--- src/rtl/mc_control.sv ---
// Multi-cycle MIPS control unit: sequences FETCH/DECODE/EXEC/MEM/WB plus an MDU wait state.
// Only the state and latency counter are stored; every control output is decoded from state and IR.
module mc_control #(
  parameter int MULT_CYCLES = 5,
  parameter int DIV_CYCLES  = 10,
  parameter int CNT_W       = 4
) (
  input  logic        clk,
  input  logic        reset,
  input  logic [31:0] IR,
  input  logic        cmp_true,
  output logic        IR_WE,
  output logic        PC_WE,
  output logic [1:0]  NPCsel,
  output logic [1:0]  NPCOp,
  output logic [3:0]  CMPOp,
  output logic [1:0]  ExtOp,
  output logic [1:0]  ALUasel,
  output logic [1:0]  ALUbsel,
  output logic [3:0]  ALUOp,
  output logic        DM_RE,
  output logic        DM_WE,
  output logic [1:0]  DMOp,
  output logic [1:0]  A3sel,
  output logic [1:0]  WDsel,
  output logic        GRF_WE,
  output logic        MD_start,
  output logic [1:0]  MD_op,
  output logic [1:0]  HILO_WE,
  output logic        HILOsel,
  output logic        busy
);

  typedef enum logic [2:0] {FETCH, DECODE, EXEC, MEM, WB, MDU_WAIT} state_t;
  typedef enum logic [3:0] {
    K_NOP, K_BR, K_J, K_JR, K_JAL, K_JALR, K_ALU, K_MF, K_MT, K_MD, K_LD, K_ST
  } kind_t;

  // Counter is loaded with LAT-1 in EXEC; MDU_WAIT finishes on the cycle it reads 1.
  localparam logic [CNT_W-1:0] MULT_LOAD = CNT_W'(MULT_CYCLES - 1);
  localparam logic [CNT_W-1:0] DIV_LOAD  = CNT_W'(DIV_CYCLES - 1);

  state_t           state;
  logic [CNT_W-1:0] cnt;

  logic [5:0] op;
  logic [5:0] funct;
  logic [4:0] rt;
  assign op    = IR[31:26];
  assign funct = IR[5:0];
  assign rt    = IR[20:16];

  logic unused_ir;
  assign unused_ir = ^{IR[25:21], IR[15:6]};

  kind_t            kind;
  logic [3:0]       cmp_op;
  logic [1:0]       ext_op;
  logic [1:0]       alu_a;
  logic [1:0]       alu_b;
  logic [3:0]       alu_op;
  logic [1:0]       dm_op;
  logic [1:0]       a3_sel;
  logic [1:0]       wd_sel;
  logic [1:0]       hilo_we;
  logic             hi_sel;
  logic [CNT_W-1:0] md_load;

  // funct[1] separates div/divu (0x1a/0x1b) from mult/multu (0x18/0x19).
  assign md_load = funct[1] ? DIV_LOAD : MULT_LOAD;

  always_comb begin
    // NOTE: every always_comb target gets a default first so no path can leave it holding a value (latch).
    kind    = K_NOP;
    cmp_op  = '0;
    ext_op  = '0;
    alu_a   = '0;
    alu_b   = '0;
    alu_op  = '0;
    dm_op   = '0;
    a3_sel  = '0;
    wd_sel  = '0;
    hilo_we = '0;
    hi_sel  = 1'b0;
    case (op)
      6'h00:
        case (funct)
          6'h21: kind = K_ALU;
          6'h23: begin kind = K_ALU; alu_op = 4'b0001; end
          6'h24: begin kind = K_ALU; alu_op = 4'b0010; end
          6'h2a: begin kind = K_ALU; alu_op = 4'b0111; end
          6'h00: begin kind = K_ALU; alu_a = 2'd2; alu_b = 2'd3; alu_op = 4'b0110; end
          6'h08: kind = K_JR;
          6'h09: begin kind = K_JALR; alu_a = 2'd1; alu_b = 2'd2; end
          6'h10: begin kind = K_MF; wd_sel = 2'd2; hi_sel = 1'b1; end
          6'h12: begin kind = K_MF; wd_sel = 2'd2; end
          6'h11: begin kind = K_MT; hilo_we = 2'b10; end
          6'h13: begin kind = K_MT; hilo_we = 2'b01; end
          6'h18, 6'h19, 6'h1a, 6'h1b: kind = K_MD;
          default: ;
        endcase
      6'h01:
        if (rt == 5'd0) begin
          kind = K_BR; cmp_op = 4'd4;
        end else if (rt == 5'd1) begin
          kind = K_BR; cmp_op = 4'd1;
        end
      6'h04: kind = K_BR;
      6'h05: begin kind = K_BR; cmp_op = 4'd5; end
      6'h06: begin kind = K_BR; cmp_op = 4'd3; end
      6'h07: begin kind = K_BR; cmp_op = 4'd2; end
      6'h02: kind = K_J;
      6'h03: begin kind = K_JAL; alu_a = 2'd1; alu_b = 2'd2; a3_sel = 2'd3; end
      6'h09: begin kind = K_ALU; alu_b = 2'd1; a3_sel = 2'd1; end
      6'h0c: begin kind = K_ALU; ext_op = 2'd1; alu_b = 2'd1; alu_op = 4'b0010; a3_sel = 2'd1; end
      6'h0d: begin kind = K_ALU; ext_op = 2'd1; alu_b = 2'd1; alu_op = 4'b0011; a3_sel = 2'd1; end
      6'h0f: begin kind = K_ALU; ext_op = 2'd2; alu_b = 2'd1; a3_sel = 2'd1; end
      6'h23: begin kind = K_LD; alu_b = 2'd1; a3_sel = 2'd1; wd_sel = 2'd1; end
      6'h20: begin kind = K_LD; alu_b = 2'd1; a3_sel = 2'd1; wd_sel = 2'd1; dm_op = 2'd2; end
      6'h24: begin kind = K_LD; alu_b = 2'd1; a3_sel = 2'd1; wd_sel = 2'd1; dm_op = 2'd3; end
      6'h2b: begin kind = K_ST; alu_b = 2'd1; end
      6'h28: begin kind = K_ST; alu_b = 2'd1; dm_op = 2'd1; end
      default: ;
    endcase
  end

  // NOTE: sequential state uses non-blocking assignments so every register samples pre-edge values.
  always_ff @(posedge clk) begin
    if (reset) begin
      state <= FETCH;
      cnt   <= '0;
    end else begin
      case (state)
        FETCH:  state <= DECODE;
        DECODE: state <= (kind inside {K_NOP, K_BR, K_J, K_JR}) ? FETCH : EXEC;
        EXEC:
          case (kind)
            K_LD, K_ST: state <= MEM;
            K_MT:       state <= FETCH;
            K_MD: begin
              cnt   <= md_load;
              state <= (md_load == '0) ? FETCH : MDU_WAIT;
            end
            default:    state <= WB;
          endcase
        MEM:    state <= (kind == K_LD) ? WB : FETCH;
        WB:     state <= FETCH;
        MDU_WAIT: begin
          cnt <= cnt - CNT_W'(1);
          if (cnt == CNT_W'(1)) state <= FETCH;
        end
        default: state <= FETCH;
      endcase
    end
  end

  always_comb begin
    IR_WE    = 1'b0;
    PC_WE    = 1'b0;
    NPCsel   = '0;
    NPCOp    = '0;
    CMPOp    = '0;
    ExtOp    = '0;
    ALUasel  = '0;
    ALUbsel  = '0;
    ALUOp    = '0;
    DM_RE    = 1'b0;
    DM_WE    = 1'b0;
    DMOp     = '0;
    A3sel    = '0;
    WDsel    = '0;
    GRF_WE   = 1'b0;
    MD_start = 1'b0;
    MD_op    = '0;
    HILO_WE  = '0;
    HILOsel  = 1'b0;
    busy     = 1'b0;
    case (state)
      FETCH: IR_WE = 1'b1;
      DECODE: begin
        ExtOp = ext_op;
        CMPOp = cmp_op;
        case (kind)
          K_BR:  begin PC_WE = 1'b1; NPCsel = cmp_true ? 2'd1 : 2'd0; end
          K_J:   begin PC_WE = 1'b1; NPCsel = 2'd1; NPCOp = 2'd1; end
          K_JR:  begin PC_WE = 1'b1; NPCsel = 2'd2; end
          K_NOP: PC_WE = 1'b1;
          default: ;
        endcase
      end
      EXEC: begin
        ExtOp   = ext_op;
        ALUasel = alu_a;
        ALUbsel = alu_b;
        ALUOp   = alu_op;
        case (kind)
          K_MT: begin HILO_WE = hilo_we; PC_WE = 1'b1; end
          K_MD: begin
            MD_start = 1'b1;
            MD_op    = funct[1:0];
            PC_WE    = (md_load == '0);
          end
          default: ;
        endcase
      end
      MEM: begin
        ExtOp   = ext_op;
        ALUasel = alu_a;
        ALUbsel = alu_b;
        ALUOp   = alu_op;
        DMOp    = dm_op;
        DM_RE   = (kind == K_LD);
        DM_WE   = (kind == K_ST);
        PC_WE   = (kind == K_ST);
      end
      WB: begin
        ExtOp   = ext_op;
        ALUasel = alu_a;
        ALUbsel = alu_b;
        ALUOp   = alu_op;
        DMOp    = dm_op;
        GRF_WE  = 1'b1;
        A3sel   = a3_sel;
        WDsel   = wd_sel;
        HILOsel = hi_sel;
        PC_WE   = 1'b1;
        if (kind == K_JAL) begin
          NPCsel = 2'd1;
          NPCOp  = 2'd1;
        end else if (kind == K_JALR) begin
          NPCsel = 2'd2;
        end
      end
      MDU_WAIT: begin
        busy  = 1'b1;
        PC_WE = (cnt == CNT_W'(1));
      end
      default: ;
    endcase
    // A reset cycle aborts the instruction, so none of its side effects may commit.
    if (reset) begin
      IR_WE    = 1'b0;
      PC_WE    = 1'b0;
      DM_RE    = 1'b0;
      DM_WE    = 1'b0;
      GRF_WE   = 1'b0;
      MD_start = 1'b0;
      HILO_WE  = '0;
    end
  end

endmodule

--- config.mk ---
export PLATFORM = sky130hd
export DESIGN_NAME = mc_control
export DESIGN_NICKNAME = d
export VERILOG_FILES = /design/src/rtl/mc_control.sv
export SDC_FILE = /design/constraint.sdc
export NUM_CORES = 1
export LEC_CHECK = 0
export ABC_AREA = 1
export BUFFER_PORTS_ARGS = -buffer_cell sky130_fd_sc_hd__buf_4
export CAP_MARGIN = 20
export CORE_MARGIN = 5
export CORE_UTILIZATION = 34
export DETAILED_ROUTE_END_ITERATION = 7
export SETUP_SLACK_MARGIN = 0.05
export SLEW_MARGIN = 20
export SYNTH_ARGS = -nofsm -noshare
export SYNTH_HDL_FRONTEND = slang
export SYNTH_SLANG_ARGS = --single-unit
--- constraint.sdc ---
create_clock -name clk -period 1.6 [get_ports clk]
set_input_delay 0.16 -clock clk [delete_from_list [all_inputs] [get_ports clk]]
set_output_delay 0.16 -clock clk [all_outputs]
set_load 0.02 [all_outputs]
==> parameters.txt, run 1 <==
Parameter                              Value

Logic synthesis
  Portion of the post-synthesis area used by sequential elements    10.3%
  Proportion of register bits with asynchronous set or reset after synthesis    0%
  Cell with the most instances after synthesis    sky130_fd_sc_hd__nand2_1
  Post-synth top area cell    sky130_fd_sc_hd__nand2_1
  Count of synthesis-stage warnings from yosys    0
  Synth top area cells    sky130_fd_sc_hd__nand2_1 12%, sky130_fd_sc_hd__nor2_1 12%, sky130_fd_sc_hd__dfxtp_1 10%, sky130_fd_sc_hd__inv_1 10%, sky130_fd_sc_hd__nand3_1 7.7%
  Synthesized flop and latch total    7
  Most used standard cells in the synthesized netlist    45 x sky130_fd_sc_hd__nand2_1, 43 x sky130_fd_sc_hd__nor2_1, 37 x sky130_fd_sc_hd__inv_1
  Synthesized area    1360 um2
  Count of flip-flops with a built-in enable after synthesis    0
  Count of unique library cells instantiated by Yosys    38
  Post-synthesis area per instance    5.65 um2
  Fraction of post-synthesis cell area in the top cell type by area    12.4%
  Synthesized instance count    241
  Ys flop type    sky130_fd_sc_hd__dfxtp_1

Layout
  Post-route cell area    3240 um2
  Sequential standard cell area    149 um2
  Number of antenna cells inserted    0
  Total number of nets in the final design    410
  Layout cells sized above 1    73.4%
  Filler Cells Inserted    232
  Area growth syn-to-layout    138%
  Area of combinational cells with multiple inputs    1620 um2

Power
  Worst VDD drop    0.310 mV
  Pwr/cell area    283 nW/um2
  Reported leakage power    1.58 nW

Clocking
  Number of clock sinks    7
  Number of buffers added by the clock tree synthesis step    3
  Clock transition at the registers of the reported paths    0.04 ns
  Maximum buffer depth of the clock tree    2
  Worst-Skew Late Latency    0.22 ns
  Number of levels the H-tree was split into    1
  CTS tree    yes
  Cell at the root of the clock tree    sky130_fd_sc_hd__clkbuf_8

Setup path
  Required arrival time at the worst endpoint    1.44 ns
  Reg-to-Reg End    cnt[3]$_SDFFE_PP0P_
  Cell chain of the critical path    inv_2 > nor3_4 > inv_2 > a21oi_4 > nand2_4 > nor3_4 > buf_6
  Nature of the critical path startpoint    flip-flop
  Largest stage delay on the critical path    0.38 ns
  Combined buffer and inverter count along the critical path    3
  Critical path data arrival time    1.62 ns
  Worst reg-to-reg setup slack    0 ns
  Type of the setup path with the least slack    flip-flop to output port
  Crit path capture type    output port
  Library cell contributing the largest single delay on the critical path    sky130_fd_sc_hd__dfxtp_4
  Max Fanout on Critical Path    4
  Total stage count of the critical path    7
  Critical register-to-register path startpoint    state[1]$_SDFFE_PP0P_
  Kind of cell with the highest combined delay on the critical path    simple AND/OR/NAND/NOR gates
  Number of cells traversed by the worst register-to-register path    9

Hold path
  Hold depth    2
  Worst-case hold path end point    cnt[3]$_SDFFE_PP0P_
  Classification of the worst-slack hold path    input port to flip-flop
  Launch instance of the worst min-delay path    reset

Place
  Placed cell area    2250 um2
  Post-DP HPWL    3730 um
  IO buf count    52
  Gp weighted congestion    0.859

Status
  Violations in the final reports    negative setup slack
  Status    finished, violations left

Floorplan
  Std-Cell Core Area    3940 um2
  Number of top-level pins    71
  Die height    73.3 um
  Initial core utilization    34.5%
  Width of the chip    73.3 um
  Rows    23
  Die Area    5370 um2

Route
  Number of vias after detailed routing    2105
  Average detailed-routed wire length per instance    15.0 um
  Number of DRC markers after the initial detailed-route iteration    61
  Number of nets still failing antenna checks after routing    0
  Total iterations of the first detailed-routing run    4
  DRC violations left    0
  Wire length after detailed routing    6320 um
  Number of vias per cell    4.99

Global route
  Largest net degree at the start of global routing    14
  Initial antenna violation count    0
  Total gr overflow    0
  Total Routing Usage GR    19.1%
  Wire length of the first global-routing pass    8460 um
  Vias in the first global route    1935

STA
  Final count of pins violating max slew    0
  Least setup slack across all paths after layout    -0.176 ns
  RSZ-0062 raised after global routing    true
  Final Hold Slack    0.212 ns
  Final period demand of the worst path    1.78 ns
  Number of failing hold endpoints at the final stage    0
  Final clock period utilization by the worst path    111%
  Max Freq    0.563 GHz
  Setup clock skew after layout    0.00229 ns
  Setup tns final    -2.02 ns
  Setup-failing EPs final    21

Flow run
  MaxCap Viol Count    0
## cells in the final DEF, fill, tap and decap left out, types with 3 or more instances in the layout
master                     synthesis  routed
sky130_fd_sc_hd__a21oi_1           9       7
sky130_fd_sc_hd__a21oi_2           2       3
sky130_fd_sc_hd__buf_12            0       8
sky130_fd_sc_hd__buf_4             4      93
sky130_fd_sc_hd__buf_6             0      26
sky130_fd_sc_hd__clkbuf_8          0       3
sky130_fd_sc_hd__conb_1            1       3
sky130_fd_sc_hd__dfxtp_1           7       4
sky130_fd_sc_hd__inv_1            37      17
sky130_fd_sc_hd__inv_2             2      16
sky130_fd_sc_hd__inv_4             0       4
sky130_fd_sc_hd__nand2_1          45      25
sky130_fd_sc_hd__nand2_2          10      16
sky130_fd_sc_hd__nand2_4           6      16
sky130_fd_sc_hd__nand2_8           0       4
sky130_fd_sc_hd__nand3_1          21       9
sky130_fd_sc_hd__nand3_2           1      11
sky130_fd_sc_hd__nand3_4           1       3
sky130_fd_sc_hd__nor2_1           43      15
sky130_fd_sc_hd__nor2_2            9      16
sky130_fd_sc_hd__nor2_4            1      22
sky130_fd_sc_hd__nor3_1           11       3
sky130_fd_sc_hd__nor3_4            1       8
sky130_fd_sc_hd__o21ai_0           5       4
## layer usage
| layer | share of wire [%] | GRT usage, % | vias up |
|---|---|---|---|
| met2 | 55 | 36.6 | 78 |
| met1 | 38 | 23.7 | 984 |
| met4 | 2.2 | 1.23 | 0 |
| li1 | - | - | 1027 |
| met3 | 5.6 | 1.92 | 16 |
| met5 | 0 | 0 | - |
## logic make-up (layout without fill, tap and decap cells)
kind of cell / count (synthesis) / count (layout) / share of synthesized area [%]
other: 1 / 3 / 0.275
adder cells (fa/ha/maj): 2 / 2 / 1.84
buffers and inverters: 44 / 173 / 13.2
AND/OR/NAND/NOR: 159 / 159 / 60.8
AO/OA/AOI/OAI: 27 / 27 / 13.0
XOR/XNOR: 1 / 1 / 0.643
flip-flops: 7 / 7 / 10.3
## state kept, by name, summed over array words and instances, names as in the netlist
| signal | cells |
|---|---|
| state | 3 |
| cnt | 4 |
## power breakdown
group / total [mW] / switching (mW) / leakage (nW) / internal (mW)
clock network: 0.242 / 0.0698 / 0.0228 / 0.172
registers: 0.184 / 0.00729 / 0.0585 / 0.177
logic: 0.491 / 0.266 / 1.50 / 0.226
total: 0.917 / 0.343 / 1.58 / 0.575
## worst max path at each step
stage / to / slack (ns) / start
floorplan: HILO_WE[0] / 0.006 / IR[30]
global placement: PC_WE / -0.17 / IR[0]
detailed placement: NPCsel[0] / -0.16 / IR[30]
CTS: PC_WE / -0.08 / state[2]$_SDFFE_PP0P_
global route: PC_WE / -0.30 / state[2]$_SDFFE_PP0P_
finish: HILO_WE[1] / -0.18 / state[1]$_SDFFE_PP0P_
## worst register-to-register path, stage by stage, from the launching register on
cell,delay (ns)
sky130_fd_sc_hd__dfxtp_4,0.38
sky130_fd_sc_hd__inv_2,0.07
sky130_fd_sc_hd__nor3_4,0.17
sky130_fd_sc_hd__inv_2,0.12
sky130_fd_sc_hd__a21oi_4,0.22
sky130_fd_sc_hd__nand4_4,0.14
sky130_fd_sc_hd__buf_6,0.16
sky130_fd_sc_hd__buf_6,0.11
sky130_fd_sc_hd__nand3_1,0.07
sky130_fd_sc_hd__a21oi_2,0.06
## per-stage QoR
stage                     power [mW]  instances  setup WS (ns)  utilization, %
after detailed placement       0.491        393         -0.159            57.1
after global routing           0.961        422         -0.299            82.3
after floorplan                0.344        243        0.00648               -
after global placement         0.489        393         -0.167            57.1
after CTS                      0.815        411        -0.0823            69.1
final                          0.917        422         -0.176            82.3
## timing repair
item | CTS | global route
resized for setup | 95 | 107
pin swaps | 32 | 35
setup buffers | 14 | 12
hold buffers | 0 | 0
endpoints found under the setup margin | 28 | 33
endpoints found under the hold margin | 0 | 0
## final cells by class
cell class / count / area share (%)
clock buffer: 4 / 1.39
inverter: 40 / 5.79
multi-input combinational: 192 / 49.9
sequential: 7 / 4.59
tap: 50 / 1.93
timing repair buffer: 129 / 36.4
Note: power is estimated with default switching activity, not from simulation.
==> inputs of run 2 (changes only) <==
--- a/config.mk
+++ b/config.mk
@@ -11,6 +11,7 @@
 export CORE_MARGIN = 5
 export CORE_UTILIZATION = 34
 export DETAILED_ROUTE_END_ITERATION = 7
+export PLACE_DENSITY = 0.64
 export SETUP_SLACK_MARGIN = 0.05
 export SLEW_MARGIN = 20
 export SYNTH_ARGS = -nofsm -noshare
==> parameters.txt, run 2 (synthesized netlist as in run 1, its figures left out) <==
Parameter                              Value

Setup path
  Timing endpoint of the critical path    PC_WE
  Critical path startpoint    IR[29]
  Type of the setup path with the least slack    input port to output port
  Required arrival time at the worst endpoint    1.44 ns
  Combined buffer and inverter count along the critical path    4
  Library cell contributing the largest single delay on the critical path    sky130_fd_sc_hd__nor3_4
  Critical register-to-register path startpoint    state[1]$_SDFFE_PP0P_
  Max Fanout on Critical Path    6
  Largest stage delay on the critical path    0.32 ns
  Worst reg-to-reg setup slack    -0.09 ns
  Number of cells traversed by the worst register-to-register path    10
  Critical path data arrival time    1.70 ns
  Reg-to-Reg End    cnt[0]$_SDFFE_PP0P_
  Crit path capture type    output port
  Kind of cell with the highest combined delay on the critical path    simple AND/OR/NAND/NOR gates
  Nature of the critical path startpoint    input port
  Cell chain of the critical path    buf_6 > nor2_4 > buf_4 > nand3_4 > nand3_4 > nor3_4 > nand2_2 > nor2_4 > nand2_4 > nand2_2 > o21ai_2 > inv_1 > buf_6
  Total stage count of the critical path    13

Route
  Wire length after detailed routing    6070 um
  Number of DRC markers after the initial detailed-route iteration    72
  Number of nets still failing antenna checks after routing    0
  Average detailed-routed wire length per instance    14.2 um
  DRC violations left    0
  Total iterations of the first detailed-routing run    4
  Number of vias per cell    4.97
  Number of vias after detailed routing    2124

Layout
  Most common cell after layout, fill and taps aside    sky130_fd_sc_hd__buf_4
  Most used cells in the layout excluding fill and tap cells    104 x sky130_fd_sc_hd__buf_4, 29 x sky130_fd_sc_hd__nand2_1, 26 x sky130_fd_sc_hd__buf_6
  Largest register FFs    4
  Area growth syn-to-layout    126%
  Number of antenna cells inserted    0
  Top register by number of flip-flops    cnt
  Biggest registers after layout    cnt (4), state (3)
  Layout cells sized above 1    69.0%
  Total number of nets in the final design    415

Floorplan
  Initial core utilization    34.5%
  Die height    73.3 um
  Std-Cell Core Area    3940 um2
  Number of top-level pins    71
  Die Area    5370 um2
  Rows    23
  Width of the chip    73.3 um

Flow run
  MaxCap Viol Count    0

Clocking
  Number of levels the H-tree was split into    1
  Cell at the root of the clock tree    sky130_fd_sc_hd__clkbuf_8
  Maximum buffer depth of the clock tree    2
  Number of hold-repair buffers added at the cts stage    0
  Clock transition at the registers of the reported paths    0.04 ns
  Number of clock sinks    7
  CTS tree    yes
  Worst-Skew Late Latency    0.23 ns
  Number of buffers added by the clock tree synthesis step    3

Power
  Pwr/cell area    285 nW/um2
  Reported leakage power    1.54 nW
  Worst VDD drop    0.469 mV
  Power after layout    0.877 mW

STA
  Final count of pins violating max slew    0
  Setup clock skew after layout    0.000950 ns
  Final clock period utilization by the worst path    116%
  Number of failing hold endpoints at the final stage    0
  RSZ-0062 raised after global routing    true
  Max Freq    0.537 GHz
  Least setup slack across all paths after layout    -0.264 ns
  Setup-failing EPs final    26
  Final period demand of the worst path    1.86 ns
  Final Hold Slack    0.206 ns

Place
  Gp weighted congestion    0.870
  IO buf count    52
  Placement Setup Slack    -0.187 ns
  Post-DP HPWL    3760 um

Global route
  Met2 GRT Util    36.3%
  Total Routing Usage GR    19.2%
  Largest net degree at the start of global routing    14
  Met3 track demand over resource    2.19%
  Initial antenna violation count    0
  Total gr overflow    0
  Met1 global-route usage    23.0%
  Peak-usage layer in the global routing report    met2
  Wire length of the first global-routing pass    8510 um
  Vias in the first global route    2055

Status
  Status    finished, violations left
  Violations in the final reports    negative setup slack

Hold path
  Classification of the worst-slack hold path    input port to flip-flop
-- run 2: cell count changes in the layout (fill, tap and decap cells not counted), moves of 4 or more --
cell	delta
sky130_fd_sc_hd__nand3_2	-5
sky130_fd_sc_hd__buf_12	-5
sky130_fd_sc_hd__buf_4	+11
sky130_fd_sc_hd__nand2_4	-4
sky130_fd_sc_hd__nor2_4	-6
sky130_fd_sc_hd__nand2_1	+4
sky130_fd_sc_hd__nor2_1	+5
sky130_fd_sc_hd__inv_1	+6
sky130_fd_sc_hd__nand3_1	+4
sky130_fd_sc_hd__inv_2	-6
-- run 2: final cells by class --
| cell class | instances | area [um2] |
|---|---|---|
| fillers | 272 | 863 |
| clock buffers | 4 | 45.0 |
| flip-flops and latches | 7 | 151 |
| multi-input cells | 192 | 1500 |
| inverters | 40 | 170 |
| well taps | 50 | 62.6 |
| repair buffers | 134 | 1150 |
-- run 2: timing repair --
item,4_1_cts,5_1_grt
setup endpoints to repair,28,33
gates cloned,0,0
resized for setup,84,70
setup buffers,11,18
pin swaps,16,25
-- run 2: worst min-delay path by stage --
stage / cells past startpoint / endpoint / startpoint / slack (ns)
after floorplan: 1 / state[2]$_SDFFE_PP0P_ / reset / 0.23
after global placement: 2 / cnt[3]$_SDFFE_PP0P_ / reset / 0.43
after detailed placement: 2 / cnt[0]$_SDFFE_PP0P_ / reset / 0.43
after CTS: 2 / cnt[0]$_SDFFE_PP0P_ / reset / 0.19
after global routing: 2 / cnt[3]$_SDFFE_PP0P_ / reset / 0.23
final: 2 / cnt[0]$_SDFFE_PP0P_ / reset / 0.21
-- run 2: worst reg2reg max path, stage by stage (launching register included) --
cell,delay (ns)
sky130_fd_sc_hd__dfxtp_4,0.39
sky130_fd_sc_hd__inv_4,0.06
sky130_fd_sc_hd__nor3_4,0.14
sky130_fd_sc_hd__inv_2,0.11
sky130_fd_sc_hd__a21oi_4,0.22
sky130_fd_sc_hd__nand4_4,0.15
sky130_fd_sc_hd__buf_4,0.17
sky130_fd_sc_hd__buf_4,0.13
sky130_fd_sc_hd__nand2_2,0.07
sky130_fd_sc_hd__nand2_1,0.08
sky130_fd_sc_hd__a21oi_2,0.12
-- run 2: stage by stage --
stage	cells	utilization [%]	TNS, ns	instance area, um2
after floorplan	243	-	0	1430
after detailed placement	395	57.5	-1.95	2270
after CTS	410	67.7	-0.920	2670
final	427	78.1	-2.91	3080
after global routing	427	78.1	-5.12	3080
after global placement	395	57.5	-1.81	2270
-- run 2: power by group --
| group | switching, mW | internal, mW |
|---|---|---|
| clock network | 0.0743 | 0.172 |
| registers | 0.00747 | 0.176 |
| logic | 0.246 | 0.202 |
| total | 0.328 | 0.549 |
-- run 2: per-layer routing --
layer / up-vias / share of wire (%)
met2: 60 / 54
li1: 1044 / -
met4: 0 / 2.3
met1: 1008 / 39
met5: - / 0
met3: 12 / 4.7
